$ cat src/rtl/two_bit_counter.sv
// two_bit_counter: modulo-2^WIDTH up/down counter with enable, synchronous
// parallel load and a combinational terminal-count strobe for cascading.
//
// Optional build macro TWO_BIT_COUNTER_GRAY_EN: out is presented as the
// registered Gray code of the internal binary count, and load_val is taken
// as Gray. The default build (macro undefined) presents plain binary.
module two_bit_counter #(
  parameter int              WIDTH   = 2,
  parameter logic [WIDTH-1:0] RST_VAL = '0
) (
  input  logic             clk,
  input  logic             rst,
  input  logic             en,
  input  logic             up_dn,
  input  logic             load,
  input  logic [WIDTH-1:0] load_val,
  output logic [WIDTH-1:0] out,
  output logic             tc
);

  localparam logic [WIDTH-1:0] ONE = WIDTH'(1);
  localparam logic [WIDTH-1:0] MAX = '1;

  // Binary count is the architectural state in both builds; tc and the
  // arithmetic always work on it.
  logic [WIDTH-1:0] bin_q;
  logic [WIDTH-1:0] bin_nxt;
  logic [WIDTH-1:0] load_bin;

`ifdef TWO_BIT_COUNTER_GRAY_EN
  function automatic logic [WIDTH-1:0] bin2gray(input logic [WIDTH-1:0] b);
    return b ^ (b >> 1);
  endfunction

  // MSB passes through; each lower bit folds in everything above it.
  function automatic logic [WIDTH-1:0] gray2bin(input logic [WIDTH-1:0] g);
    logic [WIDTH-1:0] b;
    b[WIDTH-1] = g[WIDTH-1];
    for (int i = WIDTH - 2; i >= 0; i--) b[i] = b[i+1] ^ g[i];
    return b;
  endfunction

  logic [WIDTH-1:0] gray_q;

  assign load_bin = gray2bin(load_val);

  // Gray image is encoded from the next binary value and flopped, so out
  // carries no decode logic after the register.
  always_ff @(posedge clk) begin
    if (rst) gray_q <= bin2gray(RST_VAL);
    else     gray_q <= bin2gray(bin_nxt);
  end

  assign out = gray_q;
`else
  assign load_bin = load_val;
  assign out      = bin_q;
`endif

  // Next-count selection: load beats enable; otherwise hold.
  always_comb begin
    bin_nxt = bin_q;
    if (load)    bin_nxt = load_bin;
    else if (en) bin_nxt = up_dn ? bin_q + ONE : bin_q - ONE;
  end

  // Count register; reset overrides everything on the same edge.
  always_ff @(posedge clk) begin
    if (rst) bin_q <= RST_VAL;
    else     bin_q <= bin_nxt;
  end

  // Terminal count: asserted when the next enabled step wraps. Not gated by
  // rst; downstream consumers qualify it themselves.
  always_comb begin
    tc = en & ~load & ((up_dn & (bin_q == MAX)) | (~up_dn & (bin_q == '0)));
  end

endmodule

$ cat config.mk
export PLATFORM = sky130hd
export DESIGN_NAME = two_bit_counter
export DESIGN_NICKNAME = d
export VERILOG_FILES = /design/src/rtl/two_bit_counter.sv
export SDC_FILE = /design/constraint.sdc
export NUM_CORES = 1
export LEC_CHECK = 0
export CAP_MARGIN = 20
export CORE_AREA = 2 2 39 41
export DETAILED_ROUTE_END_ITERATION = 6
export DIE_AREA = 0 0 41 43
export GPL_TIMING_DRIVEN = 0
export SLEW_MARGIN = 20
export SYNTH_ARGS = -nofsm -noshare
export SYNTH_HDL_FRONTEND = slang
export SYNTH_SLANG_ARGS = --single-unit
$ cat constraint.sdc
create_clock -name clk -period 2 [get_ports clk]
set_input_delay 0.4 -clock clk [delete_from_list [all_inputs] [get_ports clk]]
set_output_delay 0.4 -clock clk [all_outputs]
set_load 0.03 [all_outputs]
Yosys cells after proc, flatten, opt, wreduce, memory -nomap -nowiden

Index checks and enable logic that the tools add are counted.

$add $sub $neg: 2
Reduce and logical (&&, ||, !) cells: 2
Bitwise gates (word level): 7
Equality and inequality tests: 1
Mux-type cells: 3

Operator list:

| cell                  | number |
|---|---|
| $mux W2               | 3 |
| $and A1 B1 Y1         | 4 |
| $add A2 B1 Y2 const B | 1 |
| $eq A2 B2 Y1 const B  | 1 |
| $logic_not A2 Y1      | 1 |
| $not A1 Y1            | 2 |
| $reduce_bool A2 Y1    | 1 |
| $sub A2 B1 Y2 const B | 1 |
| $or A1 B1 Y1          | 1 |

Logic and storage cells: 16
Output and inout port bits: 3
Register bits after elaboration: 2

Depth between registers and ports, before layout

Word-level depth: 4
Depth in mapped cells: 3
Gate-level depth less buffers: 3

Worst setup path after synthesis

OpenSTA, ideal clock, no wires.

Kind: register to output
Start point: register bin_q[0], in the netlist out[0]
End point: output port tc
Buffers on the path: 0
Setup slack: 0.237 ns
Data arrival time: 1.363 ns
Cell stages (with the launch flop): 3
Cell sequence: dfxtp_1 -> or3_1 -> a211oi_2

Word-level cells in the longest chain between the ends: 4
Elaborated cells between the ends (all ways): 6

Ends and longest elaborated chain:

| item                                             | RTL line | source |
|---|---|---|
| start: declaration                               | 26       | `logic [WIDTH-1:0] bin_q;` |
| start signal: assignment                         | 70       | `else bin_q <= bin_nxt;` |
| $eq A2 B2 Y1 or $logic_not A2 Y1 (tied branches) | 76       | `tc = en & ~load & ((up_dn & (bin_q == MAX)) \| (~up_dn & (bin_q == '0)));` |
| $and A1 B1 Y1                                    | 76       |  |
| $or A1 B1 Y1 *                                   | 76       |  |
| $and A1 B1 Y1 *                                  | 76       |  |
| end: declaration                                 | 18       | `output logic tc` |

Mark *: on every way between the ends. The rest lies on a longest branch, timed or not.

Worst setup path after layout

Start point: input port up_dn
End point: output port tc

Word-level cells in the longest chain between the ends: 4
Elaborated cells between the ends (all ways): 5

Ends and longest elaborated chain:

| item               | RTL line | source |
|---|---|---|
| start: declaration | 14       | `input logic up_dn,` |
| $not A1 Y1         | 76       |  |
| $and A1 B1 Y1      | 76       |  |
| $or A1 B1 Y1 *     | 76       |  |
| $and A1 B1 Y1 *    | 76       |  |

Marks and branches as above.

==> results.sh <==
export IMPL_dp_hpwl_um=242.4
export IMPL_power_density_nw_per_um2=716.3
export IMPL_cts_root_buffer="clkbuf_4"
export IMPL_finalCritPeriodShare_pct=89.45
export IMPL_synth_warnings=0
export IMPL_first_iter_violations=0
export IMPL_vdd_drop_max_uv=213.2
export IMPL_min_path_cells=2
export IMPL_routedWlPerCell_um=7.628
export IMPL_grt_busiest_layer="met1"
export IMPL_viasPerCell=3.302
export IMPL_overflow=0
export IMPL_syn_avg_cell_area_um2=8.592
export IMPL_finClkSkew_ns=0.002314
export IMPL_ys_types=12
export IMPL_core_um2=1384
export IMPL_syn_inst=15
export IMPL_outcome="complete, no violations"
export IMPL_gp_routability_congestion=0.6323
export IMPL_r2r_cells=3
export IMPL_grt_max_degree=6
export IMPL_grt_usage_pct=5.305
export IMPL_ys_ff_latch=2
export IMPL_drive_gt1_share_pct=18.52
export IMPL_layout_common_cells="clkdlybuf4s50_1, clkbuf_4, inv_1, xor2_1, dfxtp_1"
export IMPL_worst_setup_path_start_kind="input pin"
export IMPL_cp_end_kind="output port"
export IMPL_drc=0
export IMPL_antenna_found_initial=0
export IMPL_ios=10
export IMPL_synth_nets=22
export IMPL_cts_num_sinks=2
export IMPL_rows=14
export IMPL_wl_um=328
export IMPL_tns_ns=0
export IMPL_finalNetCount=36
export IMPL_port_buffers=9
export IMPL_grt_pass1_wl_um=524
export IMPL_hold_path_class="flip-flop to flip-flop"
export IMPL_finalMaxSlewViolations=0
export IMPL_worst_hold_slack_ns=0.6471
export IMPL_via_count=142
export IMPL_post_cts_repair_setup_buffers=0
export IMPL_fmax_mhz=558.9
export IMPL_hold_viol=0
export IMPL_grt_util_met3_pct=6.283
export IMPL_period_minus_slack_ns=1.789
export IMPL_largest_register_ffs=2
export IMPL_clock_latency_ns=0.23
export IMPL_cts_tree="built"
export IMPL_clk_pin_slew_ns=0.03
export IMPL_die_area_um2=1763
export IMPL_holdBufCountCts=0
export IMPL_die_w_um=41
export IMPL_slew_headroom_pct=79.92
export IMPL_met2_usage_pct=3.438
export IMPL_use_met1_pct=6.688
export IMPL_synth_area_um2=128.9
export IMPL_cp_max_fo=3
export IMPL_worst_slack_ns=0.2109
export IMPL_dr_pass1_iters=1
export IMPL_clockBufferDepth=2
export IMPL_cellLeakagePower_nw=0.1085
export IMPL_cts_repair_resized=7
export IMPL_diodes=0
export IMPL_first_global_vias=129
export IMPL_layout_commonest_cell="clkdlybuf4s50_1"
export IMPL_die_y_um=43
export IMPL_worst_slew_pin_slew_ns=0.3002
export IMPL_cts_buffers=3
export IMPL_htreeDepth=1
export IMPL_setup_viol=0
export IMPL_fillers=162
export IMPL_seq_area_frac_synth_pct=31.07
export IMPL_area_delta_synth_final_pct=100.0
export IMPL_crit_arrival_ns=1.39
export IMPL_crit_required_ns=1.60
export IMPL_crit_type="input pin to output port"
export IMPL_p_total_w=0.0001846
export IMPL_ant_nets=0
export IMPL_start_util_pct=9.313
export IMPL_grt_setup_unrepaired="false"
export IMPL_drv_cap=0
export IMPL_dp_slack_ns=-0.4973
## cell usage after synthesis, drive strengths merged
cell	instances	share of area (%)
nand3	1	3.9
inv	2	5.8
o21a	1	5.8
mux2i	1	7.8
nor2	1	2.9
or3	1	4.9
dfxtp	2	31
xor2	2	14
a211oi	1	9.7
nor3	1	3.9
o31a	1	6.8
a21oi	1	3.9
## final cells by class
class / count / area, µm² / share of cell area [%]
sequential: 2 / 40.04 / 15.53
clock buffer: 3 / 22.52 / 8.738
inverter: 2 / 7.507 / 2.913
multi-input combinational: 11 / 81.33 / 31.55
timing repair buffer: 9 / 86.33 / 33.50
tap: 16 / 20.02 / 7.767
## cells by family (layout without fill, tap and decap cells)
| family | Yosys count | after routing | synth area share (%) |
|---|---|---|---|
| AND/OR/NAND/NOR | 4 | 4 | 15.53 |
| XOR/XNOR | 2 | 2 | 13.59 |
| AO/OA/AOI/OAI | 4 | 4 | 26.21 |
| multiplexers | 1 | 1 | 7.767 |
| flip-flops | 2 | 2 | 31.07 |
| buffers and inverters | 2 | 14 | 5.827 |
## routing by layer
| metal | vias up | share of wire [%] |
|---|---|---|
| met3 | 2 | 16 |
| met5 | - | 0 |
| met4 | 0 | 2.4 |
| met1 | 51 | 52 |
| li1 | 78 | - |
| met2 | 11 | 30 |
## through the flow
stage               instance area, µm²  util (%)  cells
floorplan                        128.9         -     15
global placement                 239.0     17.27     40
detailed placement               239.0     17.27     40
CTS                              257.7     18.63     43
global route                     257.7     18.63     43
finish                           257.7     18.63     43
## power breakdown
group	leakage (nW)	total (W)	switching, W	internal (W)
clock	0.0138	0.0000906	0.0000243	0.0000663
combinational	0.0781	0.0000457	0.0000209	0.0000248
sequential	0.0167	0.0000484	0.00000459	0.0000438
total	0.109	0.000185	0.0000497	0.000135
## critical path, cell delays in order
cell and delay [ns]:
dlygate4sd2_1 0.26, or3_1 0.32, a211oi_2 0.22, buf_4 0.19
## path summary, 6_finish.rpt
kind	end	slack [ns]	start
max	tc	0.21	up_dn
min	out[1]	0.65	out[1]
max reg2reg	out[1]	0.95	out[0]
min reg2reg	out[1]	0.65	out[1]
No activity file was read; power rests on OpenSTA's default activity.
